File: config.mk
export PLATFORM = sky130hd
export DESIGN_NAME = rx_word_assembler
export DESIGN_NICKNAME = d
export VERILOG_FILES = /design/src/rtl/debug_pkg.sv /design/src/rtl/rx_word_assembler_idle_timer.sv /design/src/rtl/rx_word_assembler.sv
export SDC_FILE = /design/constraint.sdc
export NUM_CORES = 1
export LEC_CHECK = 0
export CAP_MARGIN = 20
export CORE_ASPECT_RATIO = 0.75
export CORE_MARGIN = 2
export CORE_UTILIZATION = 40
export CTS_CLUSTER_SIZE = 30
export DETAILED_ROUTE_END_ITERATION = 10
export PLACE_DENSITY = 0.65
export SLEW_MARGIN = 15
export SYNTH_ARGS = -nofsm -noshare
export SYNTH_HDL_FRONTEND = slang
export SYNTH_SLANG_ARGS = --single-unit
File: constraint.sdc
create_clock -name i_clk -period 6.9 [get_ports i_clk]
set_input_delay 0.69 -clock i_clk [delete_from_list [all_inputs] [get_ports i_clk]]
set_output_delay 0.69 -clock i_clk [all_outputs]
set_load 0.05 [all_outputs]
File: src/rtl/debug_pkg.sv
// Shared definitions for the debug unit: default widths, assembler state
// encoding and the symbol-count width helper.
package debug_pkg;

  localparam int DEBUG_WORD_WIDTH = 32;
  localparam int UART_DATA_WIDTH  = 8;

  typedef enum logic [0:0] {
    ST_COLLECT = 1'b0,
    ST_FULL    = 1'b1
  } asm_state_t;

  // Bits needed to hold a symbol count ranging over 0..n inclusive.
  function automatic int count_width(input int n);
    return $clog2(n + 1);
  endfunction

endpackage

File: src/rtl/rx_word_assembler_idle_timer.sv
// Idle counter for the word assembler: strobes expire on the cycle the
// enabled count would reach TIMEOUT_CYCLES, then restarts from zero.
module idle_timer #(
  parameter int TIMEOUT_CYCLES = 100000
) (
  input  logic clk,
  input  logic reset_n,
  input  logic clear,
  input  logic enable,
  output logic expire
);

  localparam int TW = $clog2(TIMEOUT_CYCLES + 1);

  logic [TW-1:0] cnt;

  assign expire = enable && (cnt == TW'(TIMEOUT_CYCLES - 1));

  // Saturating idle count; holds while disabled so a FULL word freezes it.
  always_ff @(posedge clk) begin
    if (!reset_n) begin
      cnt <= {TW{1'b0}};
    end else if (clear || expire) begin
      cnt <= {TW{1'b0}};
    end else if (enable && (cnt != TW'(TIMEOUT_CYCLES))) begin
      cnt <= cnt + TW'(1);
    end else begin
      cnt <= cnt;
    end
  end

endmodule

File: src/rtl/rx_word_assembler.sv
// Packs UART symbols into WORD_WIDTH words with a one-deep output slot,
// overflow reporting, flush and an optional idle timeout.
module rx_word_assembler
  import debug_pkg::*;
#(
  parameter int DATA_WIDTH     = UART_DATA_WIDTH,
  parameter int WORD_WIDTH     = DEBUG_WORD_WIDTH,
  parameter int TIMEOUT_CYCLES = 100000,
  localparam int N  = WORD_WIDTH / DATA_WIDTH,
  localparam int CW = count_width(N)
) (
  input  logic                  i_clk,
  input  logic                  i_reset_n,
  input  logic                  i_valid,
  input  logic [DATA_WIDTH-1:0] i_data,
  input  logic                  i_msb_first,
  input  logic                  i_flush,
  output logic [WORD_WIDTH-1:0] o_word,
  output logic                  o_word_valid,
  input  logic                  i_word_ready,
  output logic                  o_overflow,
  output logic                  o_timeout,
  output logic                  o_busy,
  output logic [CW-1:0]         o_symbol_count
);

  localparam logic [WORD_WIDTH-1:0] ZERO_WORD = {WORD_WIDTH{1'b0}};
  localparam logic [CW-1:0]         ZERO_CNT  = {CW{1'b0}};

  asm_state_t            state, state_n;
  logic [WORD_WIDTH-1:0] asm_reg, asm_n, word_n;
  logic [CW-1:0]         count_n;
  logic                  msb, msb_n, word_valid_n, overflow_n, timeout_n;
  logic                  accept, expire, timer_enable;

  function automatic logic [WORD_WIDTH-1:0] place(
    input logic [WORD_WIDTH-1:0] base,
    input logic [DATA_WIDTH-1:0] sym,
    input logic [CW-1:0]         k,
    input logic                  msb_order
  );
    logic [WORD_WIDTH-1:0] res;
    int slot;
    slot = msb_order ? (N - 1 - int'(k)) : int'(k);
    res = base;
    res[slot*DATA_WIDTH +: DATA_WIDTH] = sym;
    return res;
  endfunction

  assign timer_enable = (state == ST_COLLECT) && (o_symbol_count != ZERO_CNT)
                        && !i_valid && !i_flush;

  generate
    if (TIMEOUT_CYCLES > 0) begin : g_timer
      idle_timer #(.TIMEOUT_CYCLES(TIMEOUT_CYCLES)) u_idle_timer (
        .clk    (i_clk),
        .reset_n(i_reset_n),
        .clear  (i_flush || accept),
        .enable (timer_enable),
        .expire (expire)
      );
    end else begin : g_no_timer
      assign expire = 1'b0;
    end
  endgenerate

  // Next-state: symbol packing, slot hand-off, overflow, timeout and flush.
  always_comb begin
    state_n      = state;
    asm_n        = asm_reg;
    count_n      = o_symbol_count;
    msb_n        = msb;
    word_n       = o_word;
    word_valid_n = o_word_valid && !i_word_ready;
    overflow_n   = 1'b0;
    timeout_n    = 1'b0;
    accept       = 1'b0;
    case (state)
      ST_COLLECT: begin
        if (i_flush) begin
          asm_n   = ZERO_WORD;
          count_n = ZERO_CNT;
        end else if (i_valid) begin
          accept = 1'b1;
          msb_n  = (o_symbol_count == ZERO_CNT) ? i_msb_first : msb;
          asm_n  = place((o_symbol_count == ZERO_CNT) ? ZERO_WORD : asm_reg,
                         i_data, o_symbol_count, msb_n);
          if (o_symbol_count == CW'(N - 1)) begin
            if (!o_word_valid || i_word_ready) begin
              word_n       = asm_n;
              word_valid_n = 1'b1;
              asm_n        = ZERO_WORD;
              count_n      = ZERO_CNT;
            end else begin
              state_n = ST_FULL;
              count_n = CW'(N);
            end
          end else begin
            count_n = o_symbol_count + CW'(1);
          end
        end else if (expire) begin
          asm_n     = ZERO_WORD;
          count_n   = ZERO_CNT;
          timeout_n = 1'b1;
        end else begin
          state_n = ST_COLLECT;
        end
      end
      ST_FULL: begin
        if (i_flush) begin
          state_n = ST_COLLECT;
          asm_n   = ZERO_WORD;
          count_n = ZERO_CNT;
        end else if (i_word_ready) begin
          state_n      = ST_COLLECT;
          word_n       = asm_reg;
          word_valid_n = 1'b1;
          if (i_valid) begin
            accept  = 1'b1;
            msb_n   = i_msb_first;
            asm_n   = place(ZERO_WORD, i_data, ZERO_CNT, i_msb_first);
            count_n = CW'(1);
          end else begin
            asm_n   = ZERO_WORD;
            count_n = ZERO_CNT;
          end
        end else if (i_valid) begin
          overflow_n = 1'b1;
        end else begin
          state_n = ST_FULL;
        end
      end
      default: begin
        state_n = ST_COLLECT;
        asm_n   = ZERO_WORD;
        count_n = ZERO_CNT;
      end
    endcase
  end

  // All state and outputs are registered.
  always_ff @(posedge i_clk) begin
    if (!i_reset_n) begin
      state          <= ST_COLLECT;
      asm_reg        <= ZERO_WORD;
      msb            <= 1'b0;
      o_word         <= ZERO_WORD;
      o_word_valid   <= 1'b0;
      o_overflow     <= 1'b0;
      o_timeout      <= 1'b0;
      o_busy         <= 1'b0;
      o_symbol_count <= ZERO_CNT;
    end else begin
      state          <= state_n;
      asm_reg        <= asm_n;
      msb            <= msb_n;
      o_word         <= word_n;
      o_word_valid   <= word_valid_n;
      o_overflow     <= overflow_n;
      o_timeout      <= timeout_n;
      o_busy         <= (count_n != ZERO_CNT);
      o_symbol_count <= count_n;
    end
  end

endmodule

==> impl_results.md <==
- Lkg Pwr: 1.80 nW
- Worst r2r dst: o_word[28]$_SDFFE_PN0P_
- Clk pwr share: 45.2%
- Critical path's top delay family: simple AND/OR/NAND/NOR gates
- Hold path cells: 1
- CP Max Fanout: 19
- Nets@finish: 600
- Yosys warnings: 0
- Pwr dens: 207 mW/mm^2
- P_int: 0.831 mW
- Final setup margin: 2.38 ns
- Register Area: 0.00180 sq mm
- Drt wl/cell: 16.8 microns
- Die width: 127 microns
- Hold crit path type: flip-flop to flip-flop
- Die Y: 96.0 microns
- Critical Path, Cell by Cell: inv_1 -> ha_1 -> mux2i_1 -> nand3_1 -> o21ai_0 -> nor2b_1 -> ha_1 -> nor4b_1 -> nand4bb_1 -> or2_2 -> o31ai_1 -> a22o_1
- Setup Buffers After CTS: 0
- WP data required: 7.19 ns
- GRT met3 Usage: 5.95%
- Net Count, Synth: 572
- CTS Buf Count: 9
- Sequential fraction of the synthesis area: 40.0%
- Layout cell share with drive strength beyond 1: 6.50%
- Initial antenna violation count: 0
- Routed vias: 4303
- Placer Congestion: 0.846
- Worst slew pin tran: 0.890 ns
- Filler cells: 1028
- Most frequent cells in the layout: 90 x dfxtp_1, 52 x nor2_1, 51 x clkdlybuf4s50_1
- Post-Syn Instances: 552
- Comb pwr share: 7.8%
- Port Buffers: 52
- Pre-CTS setup slack: 2.34 ns
- Largest stage delay on the critical path: 0.69 ns
- CTS Sinks: 90
- CP arrival: 4.81 ns
- Vias per std cell: 5.94
- Vias in the first global route: 3951
- CP bufs+invs: 1
- CP dominant cell by count: ha_1
- Hold WS: 0.469 ns
- Post-DRT Antenna Nets: 0
- Avg Cell Area, Syn: 8.17 sq um
- Grt met2 use: 30.7%
- Area of the multi-input gates: 0.00246 sq mm
- DIE AREA: 0.0121 sq mm
- # diodes: 0
- Seq pwr share: 47.0%
- Post-Syn Area: 0.00451 sq mm
- Drt first pass iters: 5
- CTS tree: built
- Core Region: 0.0109 sq mm
- Routed wire length: 12.2 mm
- Row count: 33
- Seq cells post-synth: 90
- GRT Util Overall: 20.6%
- Worst r2r path cells: 12
- Iteration-0 DRC Markers: 516
- NetSw: 0.283 mW
- First-pass GRT wire length: 20.2 mm
- RSZ-0062 raised after global routing: no
- Starting Density: 41.2%
- Pins over their slew limit: 0
- Root Driver: clkbuf_16
- GR Util met1: 29.5%
- Sw frac: 25.4%
- Hold path endpoint: asm_reg[18]$_SDFFE_PN0P_
- Post-synth EDFFs: 0
- Critical Path Start Type: flip-flop
- Largest net degree at the start of global routing: 78
- Post-CTS sizing: 0
- Final Hold Fails: 0
- FMAX: 221 MHz
- VDD IR max: 0.127 mV
- Top Usage Layer GRT: met2
- Clock buffer depth: 2
- Number of H-tree levels: 3
- Clk_lat worst skew: 0.35 ns
- Slowest-stage cell, CP: nand4bb_1
- DP HPWL: 8.03 mm
- Post-route minimum period: 4.52 ns
- Final worst path period share: 65.6%
- Outcome: finished clean
- Layout area overhead: 19.2%
- Worst Min Path Start: asm_reg[18]$_SDFFE_PN0P_
- R2R setup slack: 2.38 ns
- Critical path class: flip-flop to flip-flop
- Slew HR: 40.7%
- Io pins: 53
- Synth cell types: 56
- Worst-path clk slew: 0.07 ns
- Hold buffers post-CTS: 0
- Final setup TNS: 0 ns
- Final-report setup violation count: 0
- Number of max-cap violations: 0
- Commonest non-fill, non-tap cell in the layout: dfxtp_1
- Clk_skew: 0.00889 ns
- # DRC: 0
- Post-synth top flop: dfxtp_1
- Post-synth ARST share: 0%
- CP Capture Type: flip-flop
- Total grt overflow: 0
- R2R Path Start: o_symbol_count[0]$_SDFF_PN0_
-- worst max path at each step --
| stage | startpoint | end | slack (ns) | depth (start not counted) |
|---|---|---|---|---|
| 6_report | o_symbol_count[0]$_SDFF_PN0_ | o_word[28]$_SDFFE_PN0P_ | 2.38 | 12 |
| 5_1_grt | o_symbol_count[0]$_SDFF_PN0_ | o_word[28]$_SDFFE_PN0P_ | 1.92 | 12 |
| 4_1_cts | o_symbol_count[0]$_SDFF_PN0_ | o_word[30]$_SDFFE_PN0P_ | 2.45 | 12 |
| 3_5_place_dp | i_msb_first | o_word[30]$_SDFFE_PN0P_ | 2.34 | 11 |
| 3_3_place_gp | i_msb_first | o_word[30]$_SDFFE_PN0P_ | 2.48 | 11 |
| 2_1_floorplan | o_symbol_count[1]$_SDFF_PN0_ | o_word[6]$_SDFFE_PN0P_ | 2.82 | 17 |
-- metal layers --
layer  part of all wire [%]  up-vias  wire [microns]
li1                       -     2083               -
met2                     44      157            5340
met1                     48     2049            5810
met4                    1.1        0             128
met3                    7.2       14             880
met5                      0        -               0
-- cell families (layout without fill, tap and decap cells) --
kind of cell               count (synthesis)  count (layout)  synth area share [%]
DFF                                       90              90                  40.0
muxes                                      3               3                 0.666
AOI/OAI and AO/OA                        168             168                  25.4
and+or+nand+nor                          211             211                  24.1
buffers and inverters                     61              94                  5.63
xor gates and xnor gates                  13              13                  2.52
adders and majority gates                  6               6                  1.66
-- synth_stat cells, types with 3 or more instances --
cell type | instances | area (sq um)
a221oi_1 | 10 | 87.6
and3_1 | 3 | 18.8
nand4_1 | 6 | 37.5
nor2b_1 | 10 | 62.6
buf_1 | 3 | 11.3
nand2_1 | 47 | 176
ha_1 | 6 | 75.1
dfxtp_1 | 90 | 1800
inv_1 | 18 | 67.6
and2_1 | 3 | 18.8
o22ai_1 | 8 | 50.1
o2bb2ai_1 | 8 | 70.1
o21ai_1 | 3 | 15.0
mux2i_1 | 3 | 30.0
nor2_1 | 52 | 195
o221ai_1 | 18 | 158
a21oi_1 | 31 | 155
clkbuf_1 | 29 | 109
xnor2_1 | 10 | 87.6
a31oi_1 | 15 | 93.8
or3_1 | 8 | 50.1
nor3_1 | 11 | 55.1
nor4b_1 | 3 | 26.3
a22o_1 | 6 | 52.6
nor3b_1 | 4 | 30.0
a21o_1 | 3 | 22.5
nand2b_1 | 11 | 68.8
nand3_1 | 34 | 170
o21ai_0 | 42 | 210
o31ai_1 | 7 | 52.6
a32oi_1 | 8 | 70.1
xor2_1 | 3 | 26.3
or4_1 | 3 | 22.5
buf_2 | 8 | 40.0
-- cell type report --
| type | instances | area share (%) |
|---|---|---|
| clock buffers | 9 | 4.19 |
| repair buffers | 60 | 10.7 |
| inverters | 18 | 1.26 |
| multi-input cells | 401 | 45.7 |
| clock inverters | 7 | 1.40 |
| well taps | 140 | 3.26 |
| flip-flops and latches | 90 | 33.5 |
-- through the flow --
step / total power [mW] / cell area, sq um / instances / utilization [%]
final: 1.11 / 5380 / 725 / 49.1
after global routing: 1.15 / 5380 / 725 / 49.1
after CTS: 1.12 / 5380 / 725 / 49.1
after detailed placement: 0.620 / 5080 / 709 / 46.4
after global placement: 0.619 / 5060 / 707 / 46.3
after floorplan: 0.593 / 4510 / 552 / -
-- power groups by stage --
stage               clock (mW)  sequential [mW]  combinational [mW]
floorplan                    0            0.536              0.0564
global placement             0            0.535              0.0841
detailed placement           0            0.535              0.0847
CTS                      0.512            0.523              0.0853
global route             0.532            0.523              0.0942
finish                   0.503            0.523              0.0868
Note: power is estimated with default switching activity, not from simulation.
